===== src/rtl/vga_frame_sequencer.sv =====
// vga_frame_sequencer: pixel-tick divider, horizontal/vertical scan counters,
// registered scan decodes (x, y, pixel_on, syncs), frame_start pulse and a
// display-mode register that only changes on a frame boundary.
module vga_frame_sequencer #(
    parameter int CLK_DIV   = 2,
    parameter int H_VISIBLE = 640,
    parameter int H_FRONT   = 16,
    parameter int H_SYNC    = 96,
    parameter int H_BACK    = 48,
    parameter int V_VISIBLE = 480,
    parameter int V_FRONT   = 10,
    parameter int V_SYNC    = 2,
    parameter int V_BACK    = 33,
    parameter bit SYNC_POL  = 1'b0,
    parameter int NUM_MODES = 3
) (
    input  logic       clk,
    input  logic       reset,
    input  logic       mode_next,
    output logic [9:0] x,
    output logic [9:0] y,
    output logic       pixel_on,
    output logic       hsync,
    output logic       vsync,
    output logic       frame_start,
    output logic [1:0] mode
);

    localparam int H_TOTAL = H_VISIBLE + H_FRONT + H_SYNC + H_BACK;
    localparam int V_TOTAL = V_VISIBLE + V_FRONT + V_SYNC + V_BACK;
    localparam int DIV_W   = (CLK_DIV > 1) ? $clog2(CLK_DIV) : 1;

    localparam logic [DIV_W-1:0] DIV_LAST = DIV_W'(CLK_DIV - 1);
    localparam logic [9:0] H_LAST   = 10'(H_TOTAL - 1);
    localparam logic [9:0] V_LAST   = 10'(V_TOTAL - 1);
    localparam logic [9:0] H_VIS    = 10'(H_VISIBLE);
    localparam logic [9:0] V_VIS    = 10'(V_VISIBLE);
    localparam logic [9:0] HS_START = 10'(H_VISIBLE + H_FRONT);
    localparam logic [9:0] HS_END   = 10'(H_VISIBLE + H_FRONT + H_SYNC - 1);
    localparam logic [9:0] VS_START = 10'(V_VISIBLE + V_FRONT);
    localparam logic [9:0] VS_END   = 10'(V_VISIBLE + V_FRONT + V_SYNC - 1);
    localparam logic [1:0] MODE_LAST = 2'(NUM_MODES - 1);

    logic [DIV_W-1:0] div_cnt;
    logic [9:0]       h_cnt;
    logic [9:0]       v_cnt;
    logic             pending;
    logic             wrap_d1;

    logic tick;
    logic h_wrap;
    logic frame_wrap;
    logic pix_active;
    logic hs_active;
    logic vs_active;

    // Decode the tick, wrap conditions and active windows from the raw counters.
    // NOTE: every signal driven here gets a default first, so no path can leave
    // one unassigned and infer a latch.
    always_comb begin
        tick       = 1'b0;
        h_wrap     = 1'b0;
        frame_wrap = 1'b0;
        pix_active = 1'b0;
        hs_active  = 1'b0;
        vs_active  = 1'b0;

        tick       = (div_cnt == DIV_LAST);
        h_wrap     = tick && (h_cnt == H_LAST);
        frame_wrap = h_wrap && (v_cnt == V_LAST);
        pix_active = (h_cnt < H_VIS) && (v_cnt < V_VIS);
        hs_active  = (h_cnt >= HS_START) && (h_cnt <= HS_END);
        vs_active  = (v_cnt >= VS_START) && (v_cnt <= VS_END);
    end

    // Clock divider: one pixel tick every CLK_DIV clk cycles.
    // NOTE: sequential state uses non-blocking assignments so every register
    // samples the pre-edge values of the others, independent of block order.
    always_ff @(posedge clk) begin
        if (reset) begin
            div_cnt <= '0;
        end else if (div_cnt == DIV_LAST) begin
            div_cnt <= '0;
        end else begin
            div_cnt <= div_cnt + 1'b1;
        end
    end

    // Horizontal/vertical scan counters, advanced only on a pixel tick.
    always_ff @(posedge clk) begin
        if (reset) begin
            h_cnt <= '0;
            v_cnt <= '0;
        end else if (tick) begin
            if (h_cnt == H_LAST) begin
                h_cnt <= '0;
                if (v_cnt == V_LAST) begin
                    v_cnt <= '0;
                end else begin
                    v_cnt <= v_cnt + 10'd1;
                end
            end else begin
                h_cnt <= h_cnt + 10'd1;
            end
        end
    end

    // Registered scan decodes, one clk behind the counters and mutually aligned.
    always_ff @(posedge clk) begin
        if (reset) begin
            x        <= '0;
            y        <= '0;
            pixel_on <= 1'b0;
            hsync    <= ~SYNC_POL;
            vsync    <= ~SYNC_POL;
        end else begin
            x        <= h_cnt;
            y        <= v_cnt;
            pixel_on <= pix_active;
            hsync    <= hs_active ? SYNC_POL : ~SYNC_POL;
            vsync    <= vs_active ? SYNC_POL : ~SYNC_POL;
        end
    end

    // frame_start: the wrap is seen one clk before the counters read (0,0) and
    // two clks before x,y do, so it is delayed twice to line up with x,y.
    always_ff @(posedge clk) begin
        if (reset) begin
            wrap_d1     <= 1'b0;
            frame_start <= 1'b0;
        end else begin
            wrap_d1     <= frame_wrap;
            frame_start <= wrap_d1;
        end
    end

    // Mode register: requests collapse into a pending flag that is consumed at
    // the next frame boundary; a request on the boundary itself counts there.
    always_ff @(posedge clk) begin
        if (reset) begin
            mode    <= '0;
            pending <= 1'b0;
        end else if (frame_start) begin
            if (pending || mode_next) begin
                mode <= (mode == MODE_LAST) ? 2'd0 : mode + 2'd1;
            end
            pending <= 1'b0;
        end else if (mode_next) begin
            pending <= 1'b1;
        end
    end

endmodule


===== config.mk =====
export PLATFORM = sky130hd
export DESIGN_NAME = vga_frame_sequencer
export DESIGN_NICKNAME = d
export VERILOG_FILES = /design/src/rtl/vga_frame_sequencer.sv
export SDC_FILE = /design/constraint.sdc
export NUM_CORES = 1
export LEC_CHECK = 0
export ABC_AREA = 1
export CAP_MARGIN = 20
export CORE_MARGIN = 2
export CORE_UTILIZATION = 49
export DETAILED_ROUTE_END_ITERATION = 12
export PLACE_DENSITY = 0.77
export SKIP_CTS_REPAIR_TIMING = 1
export SYNTH_ARGS = -nofsm -noshare
export SYNTH_HDL_FRONTEND = slang
export SYNTH_SLANG_ARGS = --single-unit

===== constraint.sdc =====
create_clock -name clk -period 1.95 [get_ports clk]
set_clock_uncertainty 0.2 [all_clocks]
set_input_delay 0.195 -clock clk [delete_from_list [all_inputs] [get_ports clk]]
set_output_delay 0.195 -clock clk [all_outputs]
set_load 0.1 [all_outputs]

==> summary.txt, run 1 <==
Post-synthesis cell area = 2000 sq um
Top post-synthesis cells by count = nor2_1, nand2_1, dfxtp_1
YS warnings = 0
Fmax = 563 MHz
First-pass GRT wire length = 6780 um
Path type of the worst min-delay path = register to register
Port buffer count = 28
Routed via count = 1704
Cell mode on critical path = nand2_2
Clock root buffer = clkbuf_8
Routability Congestion = 0.837
Largest net degree at the start of global routing = 33
Netlist cell types = 27
Slew @ Worst Pin = 0.436 ns
Drt drc = 0
CTS H-tree depth = 2
Final cell area excluding filler cells = 2380 sq um
Crit path arrival time = 1.78 ns
Clk sinks = 49
Synth-to-Final Area Change = 19.3%
Post-synth EDFFs = 0
Hpwl dp = 2800 um
Status = finished clean
N_diodes = 0
Initial DRC Count = 139
FFs w/ async S/R, synth = 0%
Delay-heaviest family, CP = simple AND/OR/NAND/NOR gates
Endpoint class of the critical path = register
Clock-pin slew on the worst setup and hold paths = 0.09 ns
Critical setup path kind = register to register
Vias in the first global route = 1594
Num ports = 29
DR pass1 iterations = 4
Placed Area = 2260 sq um
PwrDens = 773 nW/um^2
Gr ovfl total = 0
CP startpoint kind = register
Slowest CP cell = dfxtp_1
Nets = 304
Worst-skew pair later-pin latency = 0.30 ns
FF+latch count, synth = 49
DIE AREA = 4600 sq um
Rel. slew slack = 70.7%
Setup-failing EPs final = 0
Mean Syn Cell Area = 7.51 sq um
Die W = 67.8 um
Max VDD drop = 0.000329 V
Syn_nets = 273
Req. time, crit path = 1.95 ns
Initial antenna violation count = 0
Setup TNS = 0 ns
WL/cell = 11.4 um
Fraction of final layout cells sized beyond drive strength 1 = 17.8%
Most common cell in the netlist = nor2_1
CP cell instances = ha_1 > nand3_2 > nor3_4 > nand2_2 > nand2_2 > nor2_1
CTS tree = built
Synth Flop Type = dfxtp_1
Final period util = 91.1%
Worst path max stage delay = 0.41 ns
Final wirelength = 3970 um
Initial Utilization = 50.3%
Row count = 23
Final ANT Viol Nets = 0
Most area-hungry cell type in the Yosys netlist = dfxtp_1
Leakage Power = 0.00101 uW
CP max FO = 5
RSZ-0062 raised after global routing = no
Synthesized instance count = 266
GRT Total Usage = 19.6%
Share of the synthesized area in the top cell type = 49.1%
Top cells by area, synth = dfxtp_1, nor2_1, nand2_1
TritonCTS buffer count = 5
Hold Vio Cnt, Final = 0
Sequential area share after synthesis = 49.1%
Die height = 67.8 um
Total power = 1840 uW
Max Root-Sink Buffers = 2
Max Transition Viols Final = 0
Drt via density = 4.90
CP bufs+invs = 0
Core Region = 3970 sq um
Max-cap violations = 0
Period minus WS final = 1.78 ns
[metrics by stage]
| step | hold slack (ns) | setup WS, ns | util (%) | std cells |
|---|---|---|---|---|
| after floorplan | 0.157 | 0.0862 | - | 266 |
| after global placement | 0.195 | 0.248 | 57.0 | 340 |
| after detailed placement | 0.192 | 0.228 | 57.0 | 340 |
| after CTS | 0.203 | 0.196 | 60.0 | 348 |
| after global routing | 0.226 | 0.0897 | 60.0 | 348 |
| final | 0.202 | 0.175 | 60.0 | 348 |
[sequential cells by signal, indices dropped and copies added (netlist names)]
name and flops:
hsync 1, y 10, pixel_on 1, h_cnt 10
x 10, vsync 1, mode 2, frame_start 1
div_cnt 1, v_cnt 10, pending 1, wrap_d1 1
[power breakdown]
group	internal, uW	switching [uW]
registers	1010	8.00
clock network	417	340
logic	18.4	49.9
total	1440	398
[placed cells by master, fill, tap and decap left out, drive strengths merged]
cell / n
clkinvlp: 1
clkinv: 2
inv: 34
xor2: 3
nor3: 9
o2111ai: 1
nand4: 5
a211oi: 2
ha: 4
nand3b: 1
nand2: 55
o21ai: 5
dfxtp: 49
buf: 28
clkbuf: 6
bufinv: 1
nor2: 58
clkdlybuf4s50: 2
a21oi: 12
nand3: 20
[logic make-up (layout without fill, tap and decap cells)]
family	count (synthesis)	in the layout	synth area share [%]
AO/OA/AOI/OAI	20	20	5.64
AND/OR/NAND/NOR	148	148	33.3
adder cells (fa/ha/maj)	4	4	2.51
buffers and inverters	42	74	8.15
XOR/XNOR	3	3	1.32
flip-flops	49	49	49.1
[area by class of cell]
class	instances	area, sq um
multi-input combinational	175	853
timing repair buffer	30	230
sequential	49	981
inverter	36	135
clock inverter	2	37.5
fill	369	1590
tap	50	62.6
clock buffer	6	82.6
[worst reg2reg max path, delay by kind of cell, from the launching register on]
family	cells	cell delay (ns)
adders and majority gates	1	0.23
DFF	1	0.41
and+or+nand+nor	5	0.85
[path summary, 6_finish.rpt]
path              cells past startpoint  slack [ns]     start     endpoint
setup / recovery                      6        0.17  h_cnt[1]     v_cnt[9]
hold / removal                        2        0.20   wrap_d1  frame_start
setup reg to reg                      6        0.17  h_cnt[1]     v_cnt[9]
hold reg to reg                       2        0.20   wrap_d1  frame_start
[per-layer routing]
layer  wire length (um)  vias to the layer above  track usage, %  share of wire, %
li1                   -                      894               -                 -
met2               1900                       45            33.3                48
met3                201                        8            5.26               5.1
met1               1800                      757            23.0                45
met5                  0                        -               0                 0
met4                 78                        0            9.25               2.0
No activity file was read; power rests on OpenSTA's default activity.
==> run 2: changes to the inputs <==
--- a/config.mk
+++ b/config.mk
@@ -10,7 +10,7 @@
 export CORE_MARGIN = 2
 export CORE_UTILIZATION = 49
 export DETAILED_ROUTE_END_ITERATION = 12
-export PLACE_DENSITY = 0.77
+export PLACE_DENSITY = 0.75
 export SKIP_CTS_REPAIR_TIMING = 1
 export SYNTH_ARGS = -nofsm -noshare
 export SYNTH_HDL_FRONTEND = slang
==> summary.txt, run 2 (synthesis results as in run 1) <==
Status = finished clean (unchanged)
DIE AREA = 4600 sq um (unchanged)
Final wirelength = 3890 um (was 3970 um)
Period minus WS final = 1.74 ns (was 1.78 ns)
Post-layout instance count excluding filler cells = 347 (was 348)
Placed Area = 2260 sq um (unchanged)
Max Root-Sink Buffers = 2 (unchanged)
Most common cell after layout, fill and taps aside = nor2_1 (unchanged)
Largest net degree at the start of global routing = 33 (unchanged)
Clock power frac = 35.4% (was 41.1%)
Clock root buffer = clkbuf_8 (unchanged)
Most frequent cells in the layout = nor2_1, nand2_1, dfxtp_1 (unchanged)
Initial Utilization = 50.3% (unchanged)
N_diodes = 0 (unchanged)
RSZ-0062 raised after global routing = no (unchanged)
Synth-to-Final Area Change = 17.6% (was 19.3%)
Gate power share = 4.0% (was 3.7%)
Initial DRC Count = 105 (was 139)
Slew @ Worst Pin = 0.392 ns (was 0.436 ns)
Final period util = 89.2% (was 91.1%)
Die W = 67.8 um (unchanged)
Routed via count = 1686 (was 1704)
CTS tree = built (unchanged)
P_int = 1310 uW (was 1440 uW)
CP max FO = 5 (unchanged)
Routability Congestion = 0.826 (was 0.837)
GRT Total Usage = 19.5% (was 19.6%)
Clk sinks = 49 (unchanged)
Worst-skew pair later-pin latency = 0.30 ns (about the same)
Initial antenna violation count = 0 (unchanged)
Final ANT Viol Nets = 0 (unchanged)
Clock-pin slew on the worst setup and hold paths = 0.08 ns (was 0.09 ns)
Gr ovfl total = 0 (unchanged)
Endpoint class of the critical path = register (unchanged)
Worst hold endpoint = frame_start (unchanged)
Hold Vio Cnt, Final = 0 (unchanged)
CP startpoint kind = register (unchanged)
Worst reg2reg path startpoint = h_cnt[0] (was h_cnt[1])
Hold_sp = wrap_d1 (unchanged)
Fraction of final layout cells sized beyond drive strength 1 = 17.2% (was 17.8%)
Sw Share = 22.0% (was 21.6%)
Hold Crit Depth = 2 (unchanged)
Critical setup path kind = register to register (unchanged)
Hpwl dp = 2850 um (was 2800 um)
Reg power frac = 60.5% (was 55.2%)
WL/cell = 11.2 um (was 11.4 um)
Leakage Power = 0.000999 uW (was 0.00101 uW)
Die height = 67.8 um (unchanged)
Rel. slew slack = 73.6% (was 70.7%)
First-pass GRT wire length = 6710 um (was 6780 um)
Worst reg2reg endpoint = v_cnt[0] (was v_cnt[9])
Port buffer count = 28 (unchanged)
DR pass1 iterations = 4 (unchanged)
PwrDens = 715 nW/um^2 (was 773 nW/um^2)
Post-Place Cells = 340 (unchanged)
Switching power = 370 uW (was 398 uW)
Core Region = 3970 sq um (unchanged)
Num ports = 29 (unchanged)
Fmax = 575 MHz (was 563 MHz)
Req. time, crit path = 1.95 ns (about the same)
Path type of the worst min-delay path = register to register (unchanged)
Reg2reg path depth = 6 (unchanged)
Max-cap violations = 0 (unchanged)
Setup-failing EPs final = 0 (unchanged)
Setup TNS = 0 ns (unchanged)
Nets = 304 (unchanged)
Max VDD drop = 0.000329 V (about the same)
TritonCTS buffer count = 5 (unchanged)
Max Transition Viols Final = 0 (unchanged)
Drt via density = 4.86 (was 4.90)
Final cell area excluding filler cells = 2350 sq um (was 2380 sq um)
Reg2reg setup slack = 0.21 ns (was 0.17 ns)
Drt drc = 0 (unchanged)
Row count = 23 (unchanged)
Vias in the first global route = 1562 (was 1594)
CTS H-tree depth = 2 (unchanged)
Crit path arrival time = 1.74 ns (was 1.78 ns)
[run 2: cell types whose count changed in the layout (fill, tap and decap cells not counted), sizes merged]
| cell | before | now |
|---|---|---|
| bufinv | 1 | 0 |
| clkbuf | 6 | 7 |
| clkinvlp | 1 | 0 |
[run 2: worst max path at each step]
stage	from	endpoint	slack (ns)
after floorplan	frame_start	mode[1]	0.09
after global placement	h_cnt[0]	v_cnt[0]	0.24
after detailed placement	h_cnt[0]	v_cnt[0]	0.22
after CTS	h_cnt[1]	v_cnt[0]	0.20
after global routing	h_cnt[1]	v_cnt[4]	0.05
final	h_cnt[0]	v_cnt[0]	0.21
[run 2: power groups by stage]
stage / combinational (uW) / clock (uW) / sequential [uW]
2_1_floorplan: 33.2 / 0 / 1060
3_3_place_gp: 67.9 / 0 / 1040
3_5_place_dp: 67.6 / 0 / 1040
4_1_cts: 68.1 / 606 / 1020
5_1_grt: 73.5 / 648 / 1020
6_report: 67.4 / 595 / 1020
[run 2: worst max-delay path, stage by stage (launching register included)]
cell and delay, ns:
dfxtp_1 0.38, ha_1 0.24, nand3_2 0.16, nor3_4 0.35
nand2_2 0.16, nand2_2 0.11, a21oi_1 0.05
[run 2: area by class of cell]
type / count / area (sq um)
Fill cell: 355 / 1620
Sequential cell: 49 / 981
Multi-Input combinational cell: 175 / 853
Timing Repair Buffer: 30 / 230
Inverter: 36 / 135
Clock buffer: 7 / 86.3
Tap cell: 50 / 62.6
[run 2: stage by stage]
stage          worst slack (ns)  hold slack [ns]  power (uW)  utilization [%]
6_report                  0.211            0.219        1680             59.1
5_1_grt                  0.0543            0.226        1740             59.1
4_1_cts                   0.200            0.224        1690             59.1
3_5_place_dp              0.221            0.212        1110             57.0
3_3_place_gp              0.244            0.193        1110             57.0
2_1_floorplan            0.0862            0.157        1090                -
[run 2: per-layer routing]
| layer | part of all wire (%) | vias to the layer above | wire (um) | track usage, % |
|---|---|---|---|---|
| li1 | - | 893 | - | - |
| met1 | 46 | 759 | 1780 | 22.3 |
| met2 | 49 | 29 | 1900 | 34.6 |
| met3 | 4.0 | 5 | 154 | 5.92 |
| met4 | 1.5 | 0 | 59 | 6.75 |
| met5 | 0 | - | 0 | 0 |
==> run 3: changes to the inputs <==
--- a/config.mk
+++ b/config.mk
@@ -9,7 +9,9 @@
 export CAP_MARGIN = 20
 export CORE_MARGIN = 2
 export CORE_UTILIZATION = 49
+export CTS_CLUSTER_DIAMETER = 100
 export DETAILED_ROUTE_END_ITERATION = 12
+export MAX_ROUTING_LAYER = met4
 export PLACE_DENSITY = 0.75
 export SKIP_CTS_REPAIR_TIMING = 1
 export SYNTH_ARGS = -nofsm -noshare
==> constraint.sdc (replaced) <==
create_clock -name clk -period 1.95 [get_ports clk]
set_clock_uncertainty 0.2 [all_clocks]
set_input_delay 0.585 -clock clk [delete_from_list [all_inputs] [get_ports clk]]
set_output_delay 0.585 -clock clk [all_outputs]
set_load 0.1 [all_outputs]
==> summary.txt, run 3 (synthesis results as in run 1) <==
Fmax = 566 MHz (was 575 MHz)
GRT Total Usage = 21.1% (was 19.5%)
Vias in the first global route = 1576 (was 1562)
Initial DRC Count = 99 (was 105)
Crit path arrival time = 1.78 ns (was 1.74 ns)
TritonCTS buffer count = 5 (unchanged)
Period minus WS final = 1.77 ns (was 1.74 ns)
CP startpoint = h_cnt[0] (unchanged)
Drt drc = 0 (unchanged)
Initial Utilization = 50.3% (unchanged)
CP startpoint kind = register (unchanged)
Worst-skew pair later-pin latency = 0.31 ns (was 0.30 ns)
Rel. slew slack = 73.6% (about the same)
Cell mode on critical path = nor2_1 (was nand2_2)
Fraction of final layout cells sized beyond drive strength 1 = 18.9% (was 17.2%)
Worst path max stage delay = 0.39 ns (was 0.38 ns)
Die W = 67.8 um (unchanged)
Initial antenna violation count = 0 (unchanged)
Hold_sp = wrap_d1 (unchanged)
DIE AREA = 4600 sq um (unchanged)
Clock root buffer = clkbuf_8 (unchanged)
Req. time, crit path = 1.96 ns (was 1.95 ns)
Final wirelength = 4230 um (was 3890 um)
Endpoint class of the critical path = register (unchanged)
Hpwl dp = 3160 um (was 2850 um)
Clk sinks = 49 (unchanged)
First-pass GRT wire length = 6920 um (was 6710 um)
Most common cell after layout, fill and taps aside = nor2_1 (unchanged)
DR pass1 iterations = 4 (unchanged)
Max VDD drop = 0.000475 V (was 0.000329 V)
Setup TNS = 0 ns (unchanged)
Leakage Power = 0.00113 uW (was 0.000999 uW)
Total power = 1950 uW (was 1680 uW)
WL/cell = 12.0 um (was 11.2 um)
Slew @ Worst Pin = 0.392 ns (about the same)
RSZ-0062 raised after global routing = no (unchanged)
Path type of the worst min-delay path = register to register (unchanged)
Reg2reg path depth = 8 (was 6)
Final period util = 90.6% (was 89.2%)
Critical setup path kind = register to register (unchanged)
Max-cap violations = 0 (unchanged)
Largest net degree at the start of global routing = 19 (was 33)
Nets = 308 (was 304)
CP max FO = 4 (was 5)
Row count = 23 (unchanged)
Gr ovfl total = 0 (unchanged)
Status = finished clean (unchanged)
CTS tree = built (unchanged)
Hold Crit Depth = 2 (unchanged)
Synth-to-Final Area Change = 38.4% (was 17.6%)
Setup-failing EPs final = 0 (unchanged)
Port buffer count = 28 (unchanged)
Fill count = 293 (was 355)
N_diodes = 0 (unchanged)
Routed via count = 1744 (was 1686)
Max Transition Viols Final = 0 (unchanged)
Slowest CP cell = dfxtp_1 (unchanged)
Most frequent cells in the layout = nor2_1, nand2_1, dfxtp_1 (unchanged)
CP cell instances = ha_1 > nand2_1 > nor2_1 > nand3_1 > nor2_1 > nand3_1 > nand2_1 > nor2_1 (was ha_1 > nand3_2 > nor3_4 > nand2_2 > nand2_2 > a21oi_1)
Die height = 67.8 um (unchanged)
Drt via density = 4.95 (was 4.86)
Delay-heaviest family, CP = simple AND/OR/NAND/NOR gates (unchanged)
Worst hold endpoint = frame_start (unchanged)
Hold Slack = 0.215 ns (was 0.219 ns)
CP bufs+invs = 0 (unchanged)
PwrDens = 706 nW/um^2 (was 715 nW/um^2)
Routability Congestion = 0.857 (was 0.826)
Num ports = 29 (unchanged)
Hold Vio Cnt, Final = 0 (unchanged)
Reg2reg setup slack = 0.18 ns (was 0.21 ns)
Worst reg2reg path startpoint = h_cnt[0] (unchanged)
Final ANT Viol Nets = 0 (unchanged)
Core Region = 3970 sq um (unchanged)
Worst reg2reg endpoint = v_cnt[9] (was v_cnt[0])
CTS H-tree depth = 2 (unchanged)
Clock-pin slew on the worst setup and hold paths = 0.08 ns (about the same)
Max Root-Sink Buffers = 2 (unchanged)
## run 3: cell types whose count changed in the layout (fill, tap and decap cells not counted)
cell,previous run,this run
buf_12,0,27
buf_4,28,5
bufinv_16,0,2
clkbuf_1,1,0
clkbuf_8,6,5
clkinv_2,0,1
## run 3: final cells by class
cell class | count | area (sq um) | area share (%)
Clock inverter | 3 | 65.1 | 2.35
Multi-Input combinational cell | 175 | 853 | 30.9
Clock buffer | 5 | 68.8 | 2.49
Sequential cell | 49 | 981 | 35.5
Tap cell | 50 | 62.6 | 2.26
Inverter | 36 | 135 | 4.89
Timing Repair Buffer | 34 | 598 | 21.6
## run 3: worst max-delay path by stage
stage               cells past startpoint        to  slack (ns)
floorplan                               3   mode[1]        0.09
global placement                        4   mode[1]        0.11
detailed placement                      4   mode[1]        0.06
CTS                                     1   mode[0]        0.20
global route                            7  h_cnt[8]        0.04
finish                                  8  v_cnt[9]        0.18
## run 3: layer usage
| metal | track usage (%) | routed length, um | part of all wire (%) |
|---|---|---|---|
| met5 | - | 0 | 0 |
| met4 | 9.25 | 94 | 2.2 |
| met2 | 35.4 | 2160 | 51 |
| met1 | 23.5 | 1810 | 43 |
| met3 | 6.09 | 173 | 4.1 |
## run 3: worst reg2reg max path, stage by stage, from the launching register on
cell     delay, ns
dfxtp_1       0.39
ha_1          0.23
nand2_1       0.07
nor2_1        0.15
nand3_1       0.13
nor2_1        0.27
nand3_1       0.11
nand2_1       0.08
nor2_1        0.04
## run 3: metrics by stage
step,area (sq um),utilization (%),instances,setup WS [ns]
floorplan,2000,-,266,0.0862
global placement,2630,66.2,344,0.111
detailed placement,2630,66.2,344,0.0626
CTS,2760,69.6,352,0.197
global route,2760,69.6,352,0.0370
finish,2760,69.6,352,0.183
## run 3: report_power, final
group / internal [uW] / switching (uW)
logic: 33.8 / 53.8
clock network: 509 / 338
registers: 1010 / 7.03
total: 1550 / 399
